$ cat src/rtl/yi_writer_pkg.sv
// Shared types and AXI constants for the Y-vector writer.
package yi_writer_pkg;

    typedef enum logic [1:0] {
        IDLE = 2'd0,
        ADDR = 2'd1,
        DATA = 2'd2,
        RESP = 2'd3
    } state_e;

    localparam int         MAX_BURST      = 16;
    localparam logic [2:0] AXI_SIZE_8B    = 3'b011;
    localparam logic [1:0] AXI_BURST_INCR = 2'b01;
    localparam logic [1:0] AXI_RESP_OKAY  = 2'b00;

endpackage

$ cat src/rtl/yi_fifo.sv
// Synchronous staging FIFO with occupancy count; head word is read combinationally.
module yi_fifo #(
    parameter int DEPTH = 32,
    parameter int W     = 64,
    parameter int CW    = $clog2(DEPTH) + 1
) (
    input  logic          clk,
    input  logic          rstn,
    input  logic          push,
    input  logic [W-1:0]  din,
    input  logic          pop,
    output logic [W-1:0]  dout,
    output logic          full,
    output logic          empty,
    output logic [CW-1:0] count
);
    localparam int AW = $clog2(DEPTH);

    logic [W-1:0]  mem [DEPTH];
    logic [AW-1:0] wr_ptr_q, wr_ptr_d, rd_ptr_q, rd_ptr_d;
    logic [CW-1:0] count_q, count_d;
    logic          push_ok, pop_ok;

    assign full    = (count_q == CW'(DEPTH));
    assign empty   = (count_q == '0);
    assign count   = count_q;
    assign dout    = mem[rd_ptr_q];
    assign push_ok = push && !full;
    assign pop_ok  = pop && !empty;

    always_comb begin
        wr_ptr_d = wr_ptr_q + AW'(push_ok);
        rd_ptr_d = rd_ptr_q + AW'(pop_ok);
        count_d  = count_q + CW'(push_ok) - CW'(pop_ok);
    end

    always_ff @(posedge clk or negedge rstn) begin
        if (!rstn) begin
            wr_ptr_q <= '0;
            rd_ptr_q <= '0;
            count_q  <= '0;
        end else begin
            wr_ptr_q <= wr_ptr_d;
            rd_ptr_q <= rd_ptr_d;
            count_q  <= count_d;
        end
    end

    // Storage needs no reset; pointers define what is valid.
    always_ff @(posedge clk) begin
        if (push_ok) mem[wr_ptr_q] <= din;
    end

endmodule

$ cat src/rtl/yi_writer.sv
// Streams Y result words into memory over AXI4 write bursts.
// Define YI_WRITER_BURST_EN for bursts of up to 16 beats; otherwise every burst is a single beat.
module yi_writer
    import yi_writer_pkg::*;
#(
    parameter logic [31:0] YVAL_BASE_ADDR = 32'h4000_0000,
    parameter int          FIFO_DEPTH     = 32
) (
    input  logic        clk,
    input  logic        rstn,
    input  logic        Write_Begin,
    input  logic [31:0] Write_Length,
    output logic        Write_Done,
    output logic        Write_Err,
    input  logic        input_valid,
    output logic        input_ready,
    input  logic [63:0] input_data,
    output logic [47:0] m_axi_Yi_awaddr,
    output logic [7:0]  m_axi_Yi_awlen,
    output logic        m_axi_Yi_awvalid,
    input  logic        m_axi_Yi_awready,
    output logic        m_axi_Yi_awid,
    output logic [2:0]  m_axi_Yi_awsize,
    output logic [1:0]  m_axi_Yi_awburst,
    output logic        m_axi_Yi_awlock,
    output logic [3:0]  m_axi_Yi_awcache,
    output logic [2:0]  m_axi_Yi_awprot,
    output logic [3:0]  m_axi_Yi_awqos,
    output logic [63:0] m_axi_Yi_wdata,
    output logic [7:0]  m_axi_Yi_wstrb,
    output logic        m_axi_Yi_wlast,
    output logic        m_axi_Yi_wvalid,
    input  logic        m_axi_Yi_wready,
    input  logic        m_axi_Yi_bid,
    input  logic [1:0]  m_axi_Yi_bresp,
    input  logic        m_axi_Yi_bvalid,
    output logic        m_axi_Yi_bready
);
    localparam int CW = $clog2(FIFO_DEPTH) + 1;

    state_e        state_q, state_d;
    logic [31:0]   remaining_q, remaining_d, offset_q, offset_d;
    logic [31:0]   accepted_q, accepted_d, job_len_q, job_len_d;
    logic [3:0]    beat_q, beat_d;
    logic          awvalid_q, awvalid_d, done_q, done_d, err_q, err_d;
    logic [4:0]    burst_len;
    logic [CW-1:0] fifo_count;
    logic [63:0]   fifo_dout;
    logic          fifo_full, fifo_empty, fifo_push, fifo_pop, wlast_i;
    logic          unused_bid;

`ifdef YI_WRITER_BURST_EN
    assign burst_len = (remaining_q >= 32'(MAX_BURST)) ? 5'(MAX_BURST) : remaining_q[4:0];
`else
    assign burst_len = 5'd1;
`endif

    assign unused_bid  = m_axi_Yi_bid;
    assign input_ready = (state_q != IDLE) && !fifo_full && (accepted_q < job_len_q);
    assign fifo_push   = input_valid && input_ready;
    assign fifo_pop    = m_axi_Yi_wvalid && m_axi_Yi_wready;
    assign wlast_i     = ({1'b0, beat_q} == burst_len - 5'd1);

    // Address/data outputs are gated so they read zero whenever not offered.
    assign m_axi_Yi_awvalid = awvalid_q;
    assign m_axi_Yi_awaddr  = awvalid_q ? (48'(YVAL_BASE_ADDR) + {13'b0, offset_q, 3'b000}) : '0;
    assign m_axi_Yi_awlen   = awvalid_q ? {3'b000, burst_len - 5'd1} : '0;
    assign m_axi_Yi_wvalid  = (state_q == DATA) && !fifo_empty;
    assign m_axi_Yi_wdata   = m_axi_Yi_wvalid ? fifo_dout : '0;
    assign m_axi_Yi_wlast   = m_axi_Yi_wvalid && wlast_i;
    assign m_axi_Yi_wstrb   = 8'hFF;
    assign m_axi_Yi_bready  = (state_q == RESP);
    assign m_axi_Yi_awid    = 1'b0;
    assign m_axi_Yi_awsize  = AXI_SIZE_8B;
    assign m_axi_Yi_awburst = AXI_BURST_INCR;
    assign m_axi_Yi_awlock  = 1'b0;
    assign m_axi_Yi_awcache = 4'b0011;
    assign m_axi_Yi_awprot  = 3'b000;
    assign m_axi_Yi_awqos   = 4'b0000;
    assign Write_Done       = done_q;
    assign Write_Err        = err_q;

    yi_fifo #(.DEPTH(FIFO_DEPTH), .W(64), .CW(CW)) u_fifo (
        .clk   (clk),
        .rstn  (rstn),
        .push  (fifo_push),
        .din   (input_data),
        .pop   (fifo_pop),
        .dout  (fifo_dout),
        .full  (fifo_full),
        .empty (fifo_empty),
        .count (fifo_count)
    );

    always_comb begin
        state_d     = state_q;
        remaining_d = remaining_q;
        offset_d    = offset_q;
        accepted_d  = accepted_q + 32'(fifo_push);
        job_len_d   = job_len_q;
        beat_d      = beat_q;
        awvalid_d   = awvalid_q;
        done_d      = 1'b0;
        err_d       = err_q;
        unique case (state_q)
            IDLE: if (Write_Begin) begin
                err_d = 1'b0;
                if (Write_Length != '0) begin
                    state_d     = ADDR;
                    remaining_d = Write_Length;
                    job_len_d   = Write_Length;
                    offset_d    = '0;
                    accepted_d  = '0;
                end else begin
                    done_d = 1'b1;
                end
            end
            // Only offer the address once the whole burst is staged, so W never starves.
            ADDR: if (awvalid_q && m_axi_Yi_awready) begin
                awvalid_d = 1'b0;
                beat_d    = '0;
                state_d   = DATA;
            end else if (32'(fifo_count) >= 32'(burst_len)) begin
                awvalid_d = 1'b1;
            end
            DATA: if (fifo_pop) begin
                if (wlast_i) begin
                    beat_d  = '0;
                    state_d = RESP;
                end else begin
                    beat_d = beat_q + 4'd1;
                end
            end
            RESP: if (m_axi_Yi_bvalid) begin
                remaining_d = remaining_q - 32'(burst_len);
                offset_d    = offset_q + 32'(burst_len);
                if (m_axi_Yi_bresp != AXI_RESP_OKAY) err_d = 1'b1;
                if (remaining_q == 32'(burst_len)) begin
                    state_d = IDLE;
                    done_d  = 1'b1;
                end else begin
                    state_d = ADDR;
                end
            end
            default: state_d = IDLE;
        endcase
    end

    always_ff @(posedge clk or negedge rstn) begin
        if (!rstn) begin
            state_q     <= IDLE;
            remaining_q <= '0;
            offset_q    <= '0;
            accepted_q  <= '0;
            job_len_q   <= '0;
            beat_q      <= '0;
            awvalid_q   <= 1'b0;
            done_q      <= 1'b0;
            err_q       <= 1'b0;
        end else begin
            state_q     <= state_d;
            remaining_q <= remaining_d;
            offset_q    <= offset_d;
            accepted_q  <= accepted_d;
            job_len_q   <= job_len_d;
            beat_q      <= beat_d;
            awvalid_q   <= awvalid_d;
            done_q      <= done_d;
            err_q       <= err_d;
        end
    end

endmodule
$ cat config.mk
export PLATFORM = sky130hd
export DESIGN_NAME = yi_writer
export DESIGN_NICKNAME = d
export VERILOG_FILES = /design/src/rtl/yi_writer_pkg.sv /design/src/rtl/yi_fifo.sv /design/src/rtl/yi_writer.sv
export SDC_FILE = /design/constraint.sdc
export NUM_CORES = 2
export LEC_CHECK = 0
export ABC_AREA = 1
export ABC_CLOCK_PERIOD_IN_PS = 6090
export BUFFER_PORTS_ARGS = -buffer_cell sky130_fd_sc_hd__clkbuf_2
export CELL_PAD_IN_SITES_DETAIL_PLACEMENT = 1
export CELL_PAD_IN_SITES_GLOBAL_PLACEMENT = 1
export CORE_UTILIZATION = 30
export CTS_CLUSTER_DIAMETER = 100
export DETAILED_ROUTE_END_ITERATION = 8
export PLACE_DENSITY = 0.57
export SETUP_SLACK_MARGIN = 0.15
export SYNTH_ARGS = -nofsm -noshare
export SYNTH_HDL_FRONTEND = slang
export SYNTH_HIERARCHICAL = 1
export SYNTH_SLANG_ARGS = --single-unit
$ cat constraint.sdc
create_clock -name clk -period 6.09 [get_ports clk]
set_clock_uncertainty 0.2 [all_clocks]
set_input_delay 1.218 -clock clk [delete_from_list [all_inputs] [get_ports clk]]
set_output_delay 1.218 -clock clk [all_outputs]
set_load 0.1 [all_outputs]
==> flow_metrics.env <==
export IMPL_crit_path_top_delay_cell="dfrtp_4"
export IMPL_rsz0062_at_grt="no"
export IMPL_dieWidth_um=576
export IMPL_setup_slack_ns=0.388
export IMPL_syn_avg_cell_area_sq_um=9.71
export IMPL_cts_max_path_buffers=4
export IMPL_clkLatencyLatePin_ns=0.86
export IMPL_r2r_cells=14
export IMPL_ys_seq_area_share_pct=66.0
export IMPL_finalCritPeriodShare_pct=93.6
export IMPL_period_needed_ns=5.70
export IMPL_synthCells=10200
export IMPL_cpMostUsedCell="nor2_1"
export IMPL_dieArea_sq_mm=0.332
export IMPL_grt_max_degree=171
export IMPL_clk_pin_slew_ns=0.06
export IMPL_antenna_found_initial=22
export IMPL_crit_path_cell_trace="buf_4, buf_16, nor2_1, nor2_1, o21ai_0, nand3_1, nand3_1, nand2_1, nand2_1, inv_1, inv_1, nor2_1, clkbuf_2"
export IMPL_r2r_end="u_fifo/mem[16][27]"
export IMPL_post_place_ws_ns=1.09
export IMPL_finalSetupTns_ns=0
export IMPL_cp_required_ns=4.67
export IMPL_first_pass_iters=7
export IMPL_cts_tree="built"
export IMPL_p_clk_share_pct=28.1
export IMPL_grt_total_usage_pct=18.9
export IMPL_drv_cap=0
export IMPL_portBuffers=208
export IMPL_p_per_area_mw_per_mm2=470
export IMPL_vias=70100
export IMPL_std_cell_rows=210
export IMPL_crit_buf_inv=5
export IMPL_combPwrFrac_pct=37.9
export IMPL_cts_root_buf="clkbuf_16"
export IMPL_power_internal_mw=31.1
export IMPL_first_global_vias=73400
export IMPL_grt_pass1_wl_um=472000
export IMPL_cp_max_fo=154
export IMPL_place_hpwl_um=171000
export IMPL_startpoint_type="flop"
export IMPL_coreArea_sq_mm=0.328
export IMPL_gp_congestion=0.774
export IMPL_finalWirelength_um=317000
export IMPL_p_total_mw=53.2
export IMPL_avgRoutedWirePerCell_um=21.3
export IMPL_num_nets_final=10500
export IMPL_sequentialPowerShare_pct=34.0
export IMPL_drive_gt1_share_pct=7.18
export IMPL_crit_family="buffers and inverters"
export IMPL_worst_slew_pin_slew_ns=1.24
export IMPL_finalHoldViolations=0
export IMPL_hp_class="input pin to async pin"
export IMPL_ir_drop_mv=0.845
export IMPL_cts_buffers_inserted=263
export IMPL_synth_seq_cells=2201
export IMPL_rrSetupSlack_ns=1.34
export IMPL_p_sw_mw=22.1
export IMPL_cts_setup_buffers=0
export IMPL_slowest_delay_ns=0.81
export IMPL_finalSetupViolCount=0
export IMPL_cts_hold_buf=0
export IMPL_endpoint_kind="output port"
export IMPL_syn2layout_area_growth_pct=14.5
export IMPL_outcome="finished clean"
export IMPL_mappedNetlistArea_sq_mm=0.0990
export IMPL_r2r_start="state_q[0]"
export IMPL_post_drt_via_cell_ratio=4.71
export IMPL_ys_types=44
export IMPL_power_leakage_nw=48.4
export IMPL_worstSetupPathType="flop to output port"
export IMPL_grt_ovfl_total=0
export IMPL_max_freq_ghz=0.175
export IMPL_dr_first_iter_drc_count=4156
export IMPL_cts_sinks=2201
export IMPL_drv_slew=0
export IMPL_sw_frac_of_total_pct=41.5
export IMPL_start_util_pct=30.2
export IMPL_ios=259
export IMPL_htree_levels=5
export IMPL_postRouteAntennaNets=0
export IMPL_yosysWarnings=6
export IMPL_crit_start="u_fifo/rd_ptr_q[0]"
export IMPL_fp_dieH_um=576
export IMPL_slew_headroom_pct=17.1
export IMPL_arrival_ns=4.28
export IMPL_drc=0
## repair_timing
item / CTS / global route
resized for setup: 0 / 6
gates cloned: 1 / 0
setup endpoints to repair: 2 / 9
## layer usage
metal	vias to the layer above	wire length, um	GRT usage [%]	share of wire, %
met3	453	13000	2.45	4.1
met4	20	7300	4.57	2.3
li1	32700	-	-	-
met5	-	124	0	0.039
met1	35700	144000	25.1	45
met2	1281	152000	32.4	48
## logic make-up after synthesis
group	share of synthesized area [%]
and+or+nand+nor	22.4
AOI/OAI and AO/OA	1.13
buffers and inverters	9.33
xor gates and xnor gates	0.407
DFF	66.0
adders and majority gates	0.728
other	0.00759
## sequential cells by signal, summed over array words and instances, names as in the netlist, 5 cells and up
signal and count:
offset_q 32, job_len_q 32, u_fifo/count 6, u_fifo/rd_ptr_q 5, u_fifo/wr_ptr_q 5, remaining_q 32
accepted_q 32, u_fifo/mem 2048
## cell type report
| type | count | area [sq um] |
|---|---|---|
| fillers | 36900 | 214000 |
| flip-flops and latches | 2201 | 65300 |
| multi-input cells | 5762 | 24800 |
| clock buffers | 343 | 7070 |
| inverters | 1754 | 6640 |
| well taps | 4346 | 5440 |
| repair buffers | 349 | 3040 |
| clock inverters | 118 | 936 |
| diodes | 5 | 12.5 |
| repair inverters | 1 | 8.76 |
## metrics by stage
step                      cells  hold WS [ns]  util [%]  instance area (sq um)
final                     14900         0.216      34.6                 113000
after global routing      14900         0.271      34.6                 113000
after CTS                 14900         0.204      34.6                 113000
after detailed placement  14400         0.263      32.1                 105000
after global placement    14400         0.262      32.1                 105000
after floorplan           10200         0.242         -                  99100
## worst max-delay path by stage
stage	endpoint	slack (ns)	cells after the start
2_1_floorplan	m_axi_Yi_wdata[23]	0.73	9
3_3_place_gp	m_axi_Yi_wdata[61]	1.07	13
3_5_place_dp	m_axi_Yi_wdata[43]	1.09	13
4_1_cts	m_axi_Yi_wdata[17]	0.21	13
5_1_grt	m_axi_Yi_wdata[13]	0.15	13
6_report	m_axi_Yi_wdata[13]	0.39	13
## layout by cell type (no fill, tap or decap), types with 5 or more instances in the layout
cell type,instances
inv_6,16
nand2_1,3565
nor2_4,39
inv_1,1744
nor3_1,28
bufinv_16,10
nor2_1,389
nand3b_1,6
o211ai_1,9
o21ai_0,107
clkinv_1,55
clkbuf_2,188
ha_1,55
a21oi_1,70
nand4_1,17
buf_12,67
conb_1,49
or2_2,7
edfxtp_1,2048
dfrtp_1,149
nand3_1,1330
a31oi_1,5
xor2_1,34
buf_4,89
clkinv_2,27
xnor2_1,12
diode_2,5
clkbuf_1,70
clkbuf_16,271
o21ai_1,12
## worst register-to-register path, delay by kind of cell (launching register included)
kind / cells / cell delay [ns]
AOI/OAI and AO/OA: 1 / 0.38
adders and majority gates: 1 / 0.33
DFF: 1 / 0.41
buffers and inverters: 4 / 0.85
and+or+nand+nor: 8 / 2.24
## cell usage after synthesis (all sizes together)
master | number | area (sq um)
and3 | 1 | 6.26
nand3b | 7 | 56.3
a31oi | 5 | 31.3
xnor2 | 12 | 105
o21a | 3 | 22.5
clkbuf | 91 | 343
and2 | 1 | 6.26
edfxtp | 2048 | 61500
o31ai | 2 | 15.0
or2 | 7 | 43.8
inv | 1753 | 6580
o21ai | 119 | 596
nand4 | 17 | 106
nor2 | 431 | 1670
clkinv | 1 | 3.75
buf | 428 | 2310
a21oi | 71 | 359
conb | 2 | 7.51
fa | 1 | 20.0
nand3 | 1330 | 6660
ha | 56 | 701
nand2 | 3569 | 13400
o21bai | 1 | 7.51
nor3b | 4 | 30.0
nor4 | 2 | 12.5
dfrtp | 153 | 3830
o22ai | 1 | 6.26
o31a | 2 | 17.5
o211ai | 9 | 67.6
xor2 | 34 | 298
nor3 | 28 | 140
## power by group through the flow
stage	clock network [mW]	registers (mW)	logic (mW)
6_report	15.0	18.1	20.2
5_1_grt	15.9	18.1	22.3
4_1_cts	15.4	18.1	20.6
3_5_place_dp	0	18.4	20.4
3_3_place_gp	0	18.3	20.2
2_1_floorplan	0	18.2	13.5
Note: power is estimated with default switching activity, not from simulation.
